[src/rtl/pipe_control_unit.sv]
// pipe_control_unit
// Pipelined RV32 control unit: decodes the ID-stage opcode, carries the
// control bundle through ID/EX, EX/MEM and MEM/WB, detects load-use / RAW
// hazards, squashes ID on a taken branch, produces the EX forwarding selects
// and counts stall cycles in a saturating counter.
//
// Handshake: id_valid qualifies the ID-stage instruction fields. stall is the
// inverse of a ready: while stall=1 the ID instruction is not consumed and
// the fetch side must hold PC and IF/ID unchanged; when stall=0 the
// instruction (or a bubble, if id_valid=0) is taken into ID/EX at the next
// rising edge.
module pipe_control_unit #(
    parameter int REG_AW = 5,
    parameter int FWD_EN = 1,
    parameter int CNT_W  = 16
) (
    input  logic              clk,
    input  logic              rst,
    input  logic              id_valid,
    input  logic [6:0]        instr_opcode,
    input  logic [REG_AW-1:0] id_rs1,
    input  logic [REG_AW-1:0] id_rs2,
    input  logic [REG_AW-1:0] id_rd,
    input  logic              branch_taken,
    output logic              stall,
    output logic              ex_mem_read_en,
    output logic              ex_mem_write_en,
    output logic              ex_reg_write_en,
    output logic              ex_branch_flag,
    output logic [1:0]        ex_alu_ctrl,
    output logic              ex_alu_src,
    output logic [REG_AW-1:0] ex_rd,
    output logic              mem_read_en,
    output logic              mem_write_en,
    output logic              wb_reg_write_en,
    output logic [1:0]        wb_data_sel,
    output logic [REG_AW-1:0] wb_rd,
    output logic [1:0]        mux_a_sel,
    output logic [1:0]        mux_b_sel,
    output logic [CNT_W-1:0]  stall_cnt
);

    localparam logic [6:0] OP_R     = 7'b0110011;
    localparam logic [6:0] OP_I     = 7'b0010011;
    localparam logic [6:0] OP_LOAD  = 7'b0000011;
    localparam logic [6:0] OP_STORE = 7'b0100011;
    localparam logic [6:0] OP_BR    = 7'b1100011;

    localparam logic [1:0] SEL_RF    = 2'b00;
    localparam logic [1:0] SEL_MEMWB = 2'b01;
    localparam logic [1:0] SEL_EXMEM = 2'b10;

    localparam logic [CNT_W-1:0] CNT_MAX = '1;

    // Control bundle; field order follows the decode table.
    typedef struct packed {
        logic       reg_write;
        logic       mem_read;
        logic       mem_write;
        logic       branch;
        logic [1:0] alu_ctrl;
        logic       alu_src;
        logic [1:0] wb_sel;
    } ctrl_t;

    // ID-stage decode results
    ctrl_t             dec;
    logic              dec_known;
    logic              use_rs1;
    logic              use_rs2;

    // ID/EX register
    ctrl_t             idex_ctrl;
    logic              idex_use_rs1;
    logic              idex_use_rs2;
    logic [REG_AW-1:0] idex_rs1;
    logic [REG_AW-1:0] idex_rs2;
    logic [REG_AW-1:0] idex_rd;

    // EX/MEM register (only what later stages and forwarding need)
    logic              exmem_reg_write;
    logic              exmem_mem_read;
    logic              exmem_mem_write;
    logic [1:0]        exmem_wb_sel;
    logic [REG_AW-1:0] exmem_rd;

    // MEM/WB register
    logic              memwb_reg_write;
    logic [1:0]        memwb_wb_sel;
    logic [REG_AW-1:0] memwb_rd;

    logic              hazard;
    logic              load_use;
    logic              raw_idex;
    logic              raw_exmem;

    // A source matches a producer only if it is used and the producer really
    // writes a non-x0 register with that number.
    function automatic logic src_match(
        input logic              used,
        input logic [REG_AW-1:0] src,
        input logic              prod_wr,
        input logic [REG_AW-1:0] prod_rd
    );
        return used && prod_wr && (prod_rd != '0) && (prod_rd == src);
    endfunction

    // Opcode decode; unknown opcodes and invalid slots become a bubble.
    always_comb begin
        dec       = '0;
        dec_known = 1'b0;
        use_rs1   = 1'b0;
        use_rs2   = 1'b0;
        if (id_valid) begin
            case (instr_opcode)
                OP_R: begin
                    dec       = ctrl_t'(9'b1_0_0_0_10_0_00);
                    dec_known = 1'b1;
                    use_rs1   = 1'b1;
                    use_rs2   = 1'b1;
                end
                OP_I: begin
                    dec       = ctrl_t'(9'b1_0_0_0_11_1_00);
                    dec_known = 1'b1;
                    use_rs1   = 1'b1;
                end
                OP_LOAD: begin
                    dec       = ctrl_t'(9'b1_1_0_0_00_1_01);
                    dec_known = 1'b1;
                    use_rs1   = 1'b1;
                end
                OP_STORE: begin
                    dec       = ctrl_t'(9'b0_0_1_0_00_1_00);
                    dec_known = 1'b1;
                    use_rs1   = 1'b1;
                    use_rs2   = 1'b1;
                end
                OP_BR: begin
                    dec       = ctrl_t'(9'b0_0_0_1_01_0_00);
                    dec_known = 1'b1;
                    use_rs1   = 1'b1;
                    use_rs2   = 1'b1;
                end
                default: begin
                    dec       = '0;
                    dec_known = 1'b0;
                end
            endcase
        end
    end

    // Hazard detection against the instructions ahead of ID.
    always_comb begin
        raw_idex  = src_match(use_rs1, id_rs1, idex_ctrl.reg_write, idex_rd) ||
                    src_match(use_rs2, id_rs2, idex_ctrl.reg_write, idex_rd);
        raw_exmem = src_match(use_rs1, id_rs1, exmem_reg_write, exmem_rd) ||
                    src_match(use_rs2, id_rs2, exmem_reg_write, exmem_rd);
        load_use  = idex_ctrl.mem_read && raw_idex;
        if (FWD_EN != 0) begin
            hazard = load_use;
        end else begin
            // MEM/WB is not checked: the register file writes before it reads.
            hazard = raw_idex || raw_exmem;
        end
        // A taken branch flushes ID anyway, so holding it would be pointless.
        stall = hazard && !branch_taken;
    end

    // ID/EX register: flush has priority over stall, both insert a bubble.
    always_ff @(posedge clk or posedge rst) begin
        if (rst) begin
            idex_ctrl    <= '0;
            idex_use_rs1 <= 1'b0;
            idex_use_rs2 <= 1'b0;
            idex_rs1     <= '0;
            idex_rs2     <= '0;
            idex_rd      <= '0;
        end else if (branch_taken || stall) begin
            idex_ctrl    <= '0;
            idex_use_rs1 <= 1'b0;
            idex_use_rs2 <= 1'b0;
            idex_rs1     <= '0;
            idex_rs2     <= '0;
            idex_rd      <= '0;
        end else begin
            idex_ctrl    <= dec;
            idex_use_rs1 <= use_rs1;
            idex_use_rs2 <= use_rs2;
            idex_rs1     <= use_rs1 ? id_rs1 : '0;
            idex_rs2     <= use_rs2 ? id_rs2 : '0;
            idex_rd      <= dec_known ? id_rd : '0;
        end
    end

    // EX/MEM register: always advances.
    always_ff @(posedge clk or posedge rst) begin
        if (rst) begin
            exmem_reg_write <= 1'b0;
            exmem_mem_read  <= 1'b0;
            exmem_mem_write <= 1'b0;
            exmem_wb_sel    <= 2'b00;
            exmem_rd        <= '0;
        end else begin
            exmem_reg_write <= idex_ctrl.reg_write;
            exmem_mem_read  <= idex_ctrl.mem_read;
            exmem_mem_write <= idex_ctrl.mem_write;
            exmem_wb_sel    <= idex_ctrl.wb_sel;
            exmem_rd        <= idex_rd;
        end
    end

    // MEM/WB register: always advances.
    always_ff @(posedge clk or posedge rst) begin
        if (rst) begin
            memwb_reg_write <= 1'b0;
            memwb_wb_sel    <= 2'b00;
            memwb_rd        <= '0;
        end else begin
            memwb_reg_write <= exmem_reg_write;
            memwb_wb_sel    <= exmem_wb_sel;
            memwb_rd        <= exmem_rd;
        end
    end

    // EX operand forwarding; the younger EX/MEM result wins over MEM/WB.
    always_comb begin
        mux_a_sel = SEL_RF;
        mux_b_sel = SEL_RF;
        if (FWD_EN != 0) begin
            if (src_match(idex_use_rs1, idex_rs1, exmem_reg_write, exmem_rd)) begin
                mux_a_sel = SEL_EXMEM;
            end else if (src_match(idex_use_rs1, idex_rs1, memwb_reg_write, memwb_rd)) begin
                mux_a_sel = SEL_MEMWB;
            end
            if (src_match(idex_use_rs2, idex_rs2, exmem_reg_write, exmem_rd)) begin
                mux_b_sel = SEL_EXMEM;
            end else if (src_match(idex_use_rs2, idex_rs2, memwb_reg_write, memwb_rd)) begin
                mux_b_sel = SEL_MEMWB;
            end
        end
    end

    // Saturating stall-cycle counter.
    always_ff @(posedge clk or posedge rst) begin
        if (rst) begin
            stall_cnt <= '0;
        end else if (stall && (stall_cnt != CNT_MAX)) begin
            stall_cnt <= stall_cnt + 1'b1;
        end
    end

    // Output mapping of the pipeline registers.
    always_comb begin
        ex_mem_read_en  = idex_ctrl.mem_read;
        ex_mem_write_en = idex_ctrl.mem_write;
        ex_reg_write_en = idex_ctrl.reg_write;
        ex_branch_flag  = idex_ctrl.branch;
        ex_alu_ctrl     = idex_ctrl.alu_ctrl;
        ex_alu_src      = idex_ctrl.alu_src;
        ex_rd           = idex_rd;
        mem_read_en     = exmem_mem_read;
        mem_write_en    = exmem_mem_write;
        wb_reg_write_en = memwb_reg_write;
        wb_data_sel     = memwb_wb_sel;
        wb_rd           = memwb_rd;
    end

endmodule

[config.mk]
export PLATFORM = sky130hd
export DESIGN_NAME = pipe_control_unit
export DESIGN_NICKNAME = d
export VERILOG_FILES = /design/src/rtl/pipe_control_unit.sv
export SDC_FILE = /design/constraint.sdc
export NUM_CORES = 1
export LEC_CHECK = 0
export ABC_AREA = 1
export CAP_MARGIN = 15
export CORE_ASPECT_RATIO = 0.5
export CORE_MARGIN = 8
export CORE_UTILIZATION = 53
export DETAILED_ROUTE_END_ITERATION = 7
export GPL_ROUTABILITY_DRIVEN = 0
export PLACE_DENSITY = 0.84
export SYNTH_ARGS = -nofsm -noshare
export SYNTH_HDL_FRONTEND = slang
export SYNTH_SLANG_ARGS = --single-unit
[constraint.sdc]
create_clock -name clk -period 4.1 [get_ports clk]
set_input_delay 0.82 -clock clk [delete_from_list [all_inputs] [get_ports clk]]
set_output_delay 0.82 -clock clk [all_outputs]
set_load 0.01 [all_outputs]
Yosys cells after proc, flatten, opt, wreduce, memory -nomap -nowiden
Index checks and enable logic that the tools add are counted.
Widths: inputs -> output; s select.

cells by class
  add/subtract/negate cells = 1
  multiplexer cells = 19
  equality and inequality tests = 12
  reduce and logical (&&, ||, !) cells = 29

operators by type and width
  kind                   number
  $pmux 9 s5             1
  $eq 5x5->1             6
  $mux 5                 6
  $logic_and 1x1->1      21
  $mux 9                 2
  $add 16x1->16 const B  1
  $ne 16x16->1 const B   1
  $reduce_bool 5->1      3
  $eq 7x6->1 const B     2
  $mux 1                 8
  $eq 7x2->1 const B     1
  $eq 7x5->1 const B     1
  $eq 7x7->1 const B     1
  $reduce_or 5->1        1
  $mux 2                 2
  $reduce_or 3->1        1
  $logic_or 1x1->1       2
  $logic_not 1->1        1

word-level totals
  logic and storage cells = 82
  register bits after elaboration = 60

Logic depth before layout (Yosys ltp)
  depth after elaboration = 12
  mapped depth = 12
  depth with buffers taken out = 11

Worst setup path after synthesis
Ideal clock, no wire load.

  path kind = input -> output
  start point = in instr_opcode[3]
  end point = out stall
  arrival time = 1.612 ns
  required time = 3.280 ns
  buffers on the path = 0
  path slack = 1.668 ns
  cell stages on the path = 7
  path through = nor2_4 > nand3_2 > nand2_2 > nand2_2 > nor2_4 > nand3_4 > inv_1

between the ends
  word-level cells in the longest chain between the ends = 10
  elaborated cells between the ends (all ways) = 20

RTL lines
  element                                                              RTL line  source
  from (decl)                                                          20        input logic [6:0] instr_opcode,
  $eq 7x7->1, or another cell as far along                             115       case (instr_opcode)
  $reduce_or 5->1 (no line) / $reduce_or 3->1 (equally long branches)  n/a
  $mux 1                                                               115
  $mux 1                                                               114       if (id_valid) begin
  $logic_and 1x1->1 (3 in series)                                      105       return used && prod_wr && (prod_rd != '0) && (prod_rd == src);
  $logic_or 1x1->1 (*)                                                 154       raw_idex = src_match(use_rs1, id_rs1, idex_ctrl.reg_write, idex_rd) ||
  $logic_and 1x1->1 (*)                                                158       load_use = idex_ctrl.mem_read && raw_idex;
  $logic_and 1x1->1 (*)                                                166       stall = hazard && !branch_taken;
  to (decl)                                                            25        output logic stall,

Every way passes the cells marked *; elsewhere a longest branch is shown, timed or not.

Final worst setup path
  start point = in instr_opcode[5]
  end point = out stall

Same word-level chain as after synthesis.

==> run metrics <==
antenna viol nets, final=0; Post-CTS Hold Fix Bufs=0; power per standard cell area=249 nW/um^2; pre-CTS setup slack=about 0.55 ns; n_diodes=0; endpoint class of the critical path=output port; Synth area leaders=dfrtp_1 48%, nand2_1 10%, inv_1 6.6%, nand3_1 4.0%, nor2_1 3.8%; r2r endpoint=stall_cnt[13]; Reg2Reg Setup Slack=2.15 ns; commonest cells after routing, fill and taps aside=79 x nand2_1, 67 x clkdlybuf4s50_1, 55 x dfrtp_1; Mapped Cells=~350; Die W=~120 um; crit-path max FO=5; via count=2,592; Hold Path End=mem_write_en; status=finished clean; initial antenna violation count=0; layout cells sized above 1=0.107; top cell type's share of synthesized area=0.481; Leak=1.69 nW; post-synthesis compound-gate area fraction=0.0507; WHS=0.387 ns; fin crit share=0.875; drt via density=about 5.3; CTS tree=built; RSZ-0062 raised after global routing=false; R2R depth=10; placed inst area=roughly 3600 sq um; setup TNS=0 ns; post-synthesis sequential area ratio=0.481; Max Fclk=~280 MHz; Non-Filler Instances=~490; number of global-route vias before repair=2,630; critical path startpoint=instr_opcode[5]; FFs w/ async S/R, synth=1.00; Residual DRC=0; I/O Buffers=67; Ys Warns=0; Tot GR Track Use=0.180; clk_skew=between 0.004 and 0.005 ns; area leader, netlist=dfrtp_1; CTS Sinks=55; Post-Synth XOR/XNOR Area=0.0429; syn avg cell area=approximately 8 sq um; gr ovfl total=0; Worst setup SP type=input pin; H-tree levels=2; first-pass GRT wire length=12,000 um; largest family of logic cells by synthesized area=simple AND/OR/NAND/NOR gates; DIE AREA=approximately 8100 sq um; Detailed Route WL=7100 um; First-pass DRT Iterations=4; Site Rows=19; register clock-pin slew on the reported worst setup and hold paths=about 0.10 ns; Worst-Skew Late Latency=around 0.31 ns; Post-Synth Simple-Gate Area=0.332; Hold Crit Depth=0; # Max-Cap Violations=0; CTS Buffer Depth=2; nets@finish=446; Distinct cells, synth=36; EDFF count, synth=0; final instance area=about 3700 sq um; DIE HEIGHT=between 60 and 70 um; hold_sp=ex_mem_write_en; wire per inst=about 14 um; Post-Synth Adder-Cell Area=0.00437; Final Hold Viols=0; Area growth syn-to-layout=29.4%; clock root cell=clkbuf_8; Num CTS Buffers=5; # resized after CTS=0; setup ws final=0.512 ns; Data arrival, critical path=approximately 2.8 ns; starting density of the core=0.535; top_reg_cell synth=dfrtp_1; largest net degree at the start of global routing=56; post-DP HPWL=5580 um; Post-CTS Setup Bufs=0; core area=5350 sq um; crit path time final=about 3.6 ns; Slew Viols, Final=0; # IOs=69; HP Class=reg -> reg; Setup CP Type=in -> out; maximum vdd drop=147 uV; FF+latch count, synth=between 50 and 60; Post-Syn Area=roughly 2900 sq um; origin of the critical flop-to-flop path=stall_cnt[0]; placed cells=roughly 480; fillers=around 410; mux share of post-synthesis cell area=0; Mapped Nets=about 370; Initial DRC Count=about 150; CP required=around 3.3 ns; final setup violation count=0; leading cell type in the layout, fill and taps excluded=nand2_1
## registers in the layout, summed over array words and instances (netlist names), 2 cells and up
signal / count
ex_alu_ctrl: 2
wb_rd: 5
exmem_rd: 5
idex_rs2: 5
ex_rd: 5
stall_cnt: 16
idex_rs1: 5
## synth_stat cells, types with 6 or more instances
master and n:
dfrtp_1 55, inv_1 50, inv_2 8, nand2_1 79, nand2_2 6, nand3_1 23
nand4_1 10, nor2_1 29, nor2_2 10, nor3_1 10, nor4_1 8, o21ai_0 8
xnor2_1 10
## metal layers
layer  track usage  up-vias  wire [um]
met4        0.0570        0        104
li1              -     1255          -
met3        0.0469       13        377
met5             0        -          0
met1         0.190     1257       2750
met2         0.355       67       3870
## kinds of logic (layout without fill, tap and decap cells)
logic type,Yosys count,after routing
AOI/OAI and AO/OA,23,23
xor gates and xnor gates,14,14
adders and majority gates,1,1
buffers and inverters,62,135
DFF,55,55
other,1,1
and+or+nand+nor,191,191
## worst max-delay path, stage by stage
cell and delay (ns):
clkdlybuf4s50_1 0.57, inv_2 0.09, nor2_4 0.12, nand3_4 0.11
nand2_2 0.09, nand2_2 0.06, nor2_4 0.15, nand3_4 0.10
inv_1 0.10, clkdlybuf4s50_1 0.54
## cell type report
class,instances,area (sq um),share of cell area
sequential,55,1380,0.372
multi-input combinational,230,1230,0.333
timing repair buffer,68,691,0.186
inverter,59,221,0.0598
tap,73,91.3,0.0247
clock buffer,6,72.6,0.0196
clock inverter,2,17.5,0.00473
## report_power, final
part	switching (mW)	leakage (nW)	internal [mW]	total [mW]
sequential	0.00174	0.768	0.543	0.545
clock	0.179	0.0454	0.123	0.302
combinational	0.0404	0.876	0.0342	0.0746
total	0.221	1.69	0.701	0.922
## worst max path at each step
stage,to,cells past startpoint
floorplan,stall,7
global placement,stall,10
detailed placement,stall,10
CTS,stall,10
global route,stall,10
finish,stall,10
## through the flow
step,utilization,total power [mW]
CTS,0.689,0.929
finish,0.692,0.922
detailed placement,0.672,0.628
floorplan,-,0.591
global placement,0.672,0.625
global route,0.692,0.961
Note: power is estimated with default switching activity, not from simulation.
